`config.mk`:
```
export PLATFORM = sky130hd
export DESIGN_NAME = dram_arbiter
export DESIGN_NICKNAME = d
export VERILOG_FILES = /design/src/rtl/dram_arbiter.sv
export SDC_FILE = /design/constraint.sdc
export NUM_CORES = 1
export LEC_CHECK = 0
export CAP_MARGIN = 20
export CORE_MARGIN = 10
export CORE_UTILIZATION = 35
export CTS_BUF_LIST = sky130_fd_sc_hd__clkbuf_2
export DETAILED_ROUTE_END_ITERATION = 16
export PLACE_DENSITY = 0.81
export SYNTH_ARGS = -nofsm -noshare
export SYNTH_HDL_FRONTEND = slang
export SYNTH_SLANG_ARGS = --single-unit
```
`constraint.sdc`:
```
create_clock -name i_clk -period 2.55 [get_ports i_clk]
set_clock_uncertainty 0.05 [all_clocks]
set_input_delay 0.765 -clock i_clk [delete_from_list [all_inputs] [get_ports i_clk]]
set_output_delay 0.765 -clock i_clk [all_outputs]
set_load 0.02 [all_outputs]
```
`src/rtl/dram_arbiter.sv`:
```
// Round-robin arbiter that issues one core access per cycle to a single-port synchronous DRAM
// and returns read data to the requesting core with a one-hot valid.
module dram_arbiter #(
   parameter int unsigned N_CORES = 4,
   parameter int unsigned ADDR_W  = 16,
   parameter int unsigned DATA_W  = 8,
   parameter int unsigned RD_LAT  = 1
) (
   input  logic                        i_clk,
   input  logic                        i_rst_n,
   input  logic [N_CORES-1:0]          i_req,
   input  logic [N_CORES-1:0]          i_we,
   input  logic [N_CORES*ADDR_W-1:0]   i_addr,
   input  logic [N_CORES*DATA_W-1:0]   i_wdata,
   output logic [N_CORES-1:0]          o_gnt,
   output logic [N_CORES-1:0]          o_rvalid,
   output logic [DATA_W-1:0]           o_rdata,
   output logic [ADDR_W-1:0]           o_mem_addr,
   output logic [DATA_W-1:0]           o_mem_data,
   output logic                        o_mem_rden,
   output logic                        o_mem_wren,
   input  logic [DATA_W-1:0]           i_mem_q,
   output logic                        o_busy
);

   localparam int unsigned PTR_W = $clog2(N_CORES);

   logic [ADDR_W-1:0]  w_addr_a  [N_CORES];
   logic [DATA_W-1:0]  w_wdata_a [N_CORES];
   logic [N_CORES-1:0] w_elig;
   logic [N_CORES-1:0] w_win;
   logic [N_CORES-1:0] w_tag_any;
   logic [PTR_W-1:0]   w_win_idx;
   logic               w_found;
   logic               w_sel_we;
   logic [ADDR_W-1:0]  w_sel_addr;
   logic [DATA_W-1:0]  w_sel_wdata;
   logic [31:0]        w_idx;

   logic [N_CORES-1:0] r_gnt;
   logic [N_CORES-1:0] r_tag [RD_LAT];
   logic [PTR_W-1:0]   r_ptr;
   logic [ADDR_W-1:0]  r_mem_addr;
   logic [DATA_W-1:0]  r_mem_data;
   logic               r_mem_rden;
   logic               r_mem_wren;

   genvar gk;
   generate
      for (gk = 0; gk < N_CORES; gk++) begin : g_unpack
         assign w_addr_a[gk]  = i_addr[gk*ADDR_W +: ADDR_W];
         assign w_wdata_a[gk] = i_wdata[gk*DATA_W +: DATA_W];
      end
   endgenerate

   // The core shown a grant this cycle is masked, so its still-held request is not granted twice.
   always_comb begin : p_arb
      w_elig    = i_req & ~r_gnt;
      w_found   = 1'b0;
      w_win_idx = r_ptr;
      w_idx     = 32'd0;
      for (int unsigned i = 1; i <= N_CORES; i++) begin
         w_idx = (32'(r_ptr) + 32'(i)) % 32'(N_CORES);
         if (!w_found && w_elig[PTR_W'(w_idx)]) begin
            w_found   = 1'b1;
            w_win_idx = PTR_W'(w_idx);
         end
      end
      w_win = w_found ? (N_CORES'(1) << w_win_idx) : '0;
   end

   assign w_sel_we    = i_we[w_win_idx];
   assign w_sel_addr  = w_addr_a[w_win_idx];
   assign w_sel_wdata = w_wdata_a[w_win_idx];

   always_comb begin : p_busy
      w_tag_any = '0;
      for (int unsigned i = 0; i < RD_LAT; i++) begin
         w_tag_any = w_tag_any | r_tag[i];
      end
   end

   always_ff @(posedge i_clk or negedge i_rst_n) begin : p_seq
      if (!i_rst_n) begin
         r_gnt      <= '0;
         r_ptr      <= PTR_W'(N_CORES - 1);
         r_mem_addr <= '0;
         r_mem_data <= '0;
         r_mem_rden <= 1'b0;
         r_mem_wren <= 1'b0;
         for (int unsigned i = 0; i < RD_LAT; i++) begin
            r_tag[i] <= '0;
         end
      end else begin
         r_gnt      <= w_win;
         r_mem_rden <= w_found & ~w_sel_we;
         r_mem_wren <= w_found & w_sel_we;
         if (w_found) begin
            r_ptr      <= w_win_idx;
            r_mem_addr <= w_sel_addr;
            if (w_sel_we) begin
               r_mem_data <= w_sel_wdata;
            end
         end
         // Read tags travel alongside the DRAM latency; the last stage is the one-hot rvalid.
         r_tag[0] <= r_mem_rden ? r_gnt : '0;
         for (int unsigned i = 1; i < RD_LAT; i++) begin
            r_tag[i] <= r_tag[i-1];
         end
      end
   end

   assign o_gnt      = r_gnt;
   assign o_rvalid   = r_tag[RD_LAT-1];
   assign o_rdata    = i_mem_q;
   assign o_mem_addr = r_mem_addr;
   assign o_mem_data = r_mem_data;
   assign o_mem_rden = r_mem_rden;
   assign o_mem_wren = r_mem_wren;
   assign o_busy     = (|i_req) | (|w_tag_any);

endmodule

```
==> impl_metrics.ini <==
[cts]
post-cts-setup-buffers = 0
clkTransAtPathRegs_ns = 0.18
cts_buffers = 5
htreeDepth = 2
worst_skew_pair.late_latency_ns = 0.38
cts_sinks = 36
cts_tree = yes
postCtsHoldBufs = 0
clockBufferDepth = 2
clockRootBuffer = clkbuf_2

[die]
die_area_sq_um = 10510
rows = 30
ios = 157
initial_core_util_pct = 35.47
core-area_sq_um = 6719
die_height_microns = 102.5
die_w_microns = 102.5

[pwr]
pwr-share-clk_pct = 5.4
p_sw_uw = 1798
power_frac_comb_pct = 71.9
cell_internal_pwr_uw = 2831
seqPwrFrac_pct = 22.7
power_density_nw_per_um2 = 1157
ir_drop_v = 0.0006750
sw_frac_of_total_pct = 38.84
leakage_uw = 0.001841

[global_route]
grt_start_max_net_pins = 37
grt_util_all_layers_pct = 13.72
grt_pass1_wl_mm = 11.36
overflow = 0
antenna_found_initial = 0
grt_pass1_vias = 2252

[synthesis]
synthesis.area_sq_um = 2384
avgSynthCellArea_sq_um = 12.29
synth-async-reset-ratio_pct = 100.0
ys_seq_elements = 36
yosysWarnings = 0
syn_nets = 308
synth_most_common_cell = mux2i_1
yosysSeqAreaShare_pct = 37.90
ys_types = 32
yosysTopAreaCellShare_pct = 35.70
ys_top_cells_by_count = mux2i_1 (76), dfrtp_1 (34), mux2_2 (16)
synth_cells = 194
synth_edf_count = 0
yosysTopAreaCell = dfrtp_1
synth_ff_type = dfrtp_1
synth.area.top_cells = dfrtp_1 (36%), mux2i_1 (32%), mux2_2 (7.6%)

[sta]
setup_viol = 0
maxSlewViolCount = 0
finalHoldViolCount = 0
slew_headroom_pct = 48.09
fmax_mhz = 415.7
fin_crit_ns = 2.406
finalCritPeriodShare_pct = 94.34
rsz0062_at_grt = false
whs_ns = 0.3903
fin_tns_setup_ns = 0
worst_slew_pin_slew_ns = 0.7787

[run_status]
run_status = finished clean

[placement]
port-buffer-count = 140
dp_hpwl_mm = 6.096
gp_congestion = 0.8885

[setup_path]
timing.rr.start = r_ptr[1]
arrival_ns = 1.59
worst-path-max-fanout = 2
required_ns = 1.74
path_class = in -> out
reg2reg_slack_ns = 0.25
r2r_end = o_mem_data[5]
r2r_cells = 7
worst_setup_path_end_kind = primary output
critPathLaunchType = input port

[hold_path]
min_path_type = in -> async

[drt]
drt_first_pass_iters = 4
via_count = 2047
ant_nets = 0
viasPerCell = 4.897
routed_wl_mm = 7.472
drc = 0
drt_iter0_markers = 71
wl_per_cell_microns = 17.88

[job]
maxCapViolCount = 0

[layout]
fin_nets = 451
area_growth_pct = 67.87
antenna_cells = 0
drive_gt1_share_pct = 18.05
-- layout by cell type (no fill, tap or decap), types with 2 or more instances in the layout --
master           count
mux2i_2              2
dlymetal6s2s_1       3
nand2b_1             4
a21oi_1              2
mux2i_1             76
nor3b_2              2
dfstp_2              2
mux2_2              16
nor2_1               5
and2_1               5
nand2_1              2
mux2_4               8
dfrtp_1             34
buf_4                9
clkdlybuf4s50_1    135
buf_2                2
clkbuf_2             7
buf_12               5
-- area by class of cell --
class | count | area, sq um
fillers | 567 | 2718
inverters | 1 | 6.256
clock buffers | 7 | 35.03
well taps | 80 | 100.1
repair buffers | 155 | 1592
clock inverters | 1 | 3.754
flip-flops and latches | 36 | 903.4
multi-input cells | 138 | 1361
-- per-stage QoR --
stage	cells	power (uW)	area, sq um	worst slack, ns	utilization [%]
3_5_place_dp	409	4363	3918	-0.4009	58.31
4_1_cts	417	4615	3951	-0.005127	58.81
5_1_grt	418	4949	4001	0.08884	59.55
2_1_floorplan	194	3108	2384	0.1302	-
6_report	418	4628	4001	0.1444	59.55
3_3_place_gp	409	4284	3918	-0.3932	58.31
-- metal layers --
| layer | wire, microns | GRT usage (%) | part of all wire, % | vias to the layer above |
|---|---|---|---|---|
| met5 | 0 | 0 | 0 | - |
| met4 | 68 | 3.362 | 0.91 | 0 |
| met3 | 960 | 7.239 | 13 | 9 |
| met2 | 3641 | 22.77 | 49 | 92 |
| met1 | 2803 | 15.11 | 38 | 955 |
| li1 | - | - | - | 991 |
-- state kept, by name, summed over array words and instances, names as in the netlist --
register,flops
o_rvalid,4
o_mem_addr,16
o_mem_wren,1
o_gnt,4
o_mem_data,8
o_mem_rden,1
r_ptr,2
-- worst max path at each step --
stage / start / endpoint / slack [ns] / depth (start not counted)
global placement: i_req[0] / o_busy / -0.39 / 4
global route: i_req[2] / o_busy / 0.09 / 4
CTS: i_req[2] / o_busy / -0.005 / 4
detailed placement: i_req[0] / o_mem_data[1] / -0.40 / 9
floorplan: i_req[1] / o_mem_data[0] / 0.13 / 7
finish: i_req[2] / o_busy / 0.14 / 4
-- what timing repair did --
item / in CTS / in global routing
setup endpoints to repair: 1 / 20
cloned: 0 / 1
pin swaps: 1 / 3
resized for setup: 4 / 7
-- logic make-up (layout without fill, tap and decap cells) --
group / Yosys count / in the layout / synth area share [%]
buf+inv: 20 / 164 / 5.774
mux: 102 / 102 / 45.67
compound gates: 11 / 11 / 4.095
simple gates: 25 / 25 / 6.562
flops: 36 / 36 / 37.90
-- critical path: stages --
cell             delay [ns]
clkdlybuf4s50_1        0.45
nor4_2                 0.15
nand2_1                0.07
buf_2                  0.16
-- power by group through the flow --
stage | Combinational (uW) | Sequential [uW] | Clock, uW
2_1_floorplan | 1780 | 1330 | 0
3_3_place_gp | 3240 | 1040 | 0
3_5_place_dp | 3310 | 1060 | 0
4_1_cts | 3300 | 1050 | 265
5_1_grt | 3560 | 1090 | 298
6_report | 3330 | 1050 | 251
(Power assumes the default switching activity.)
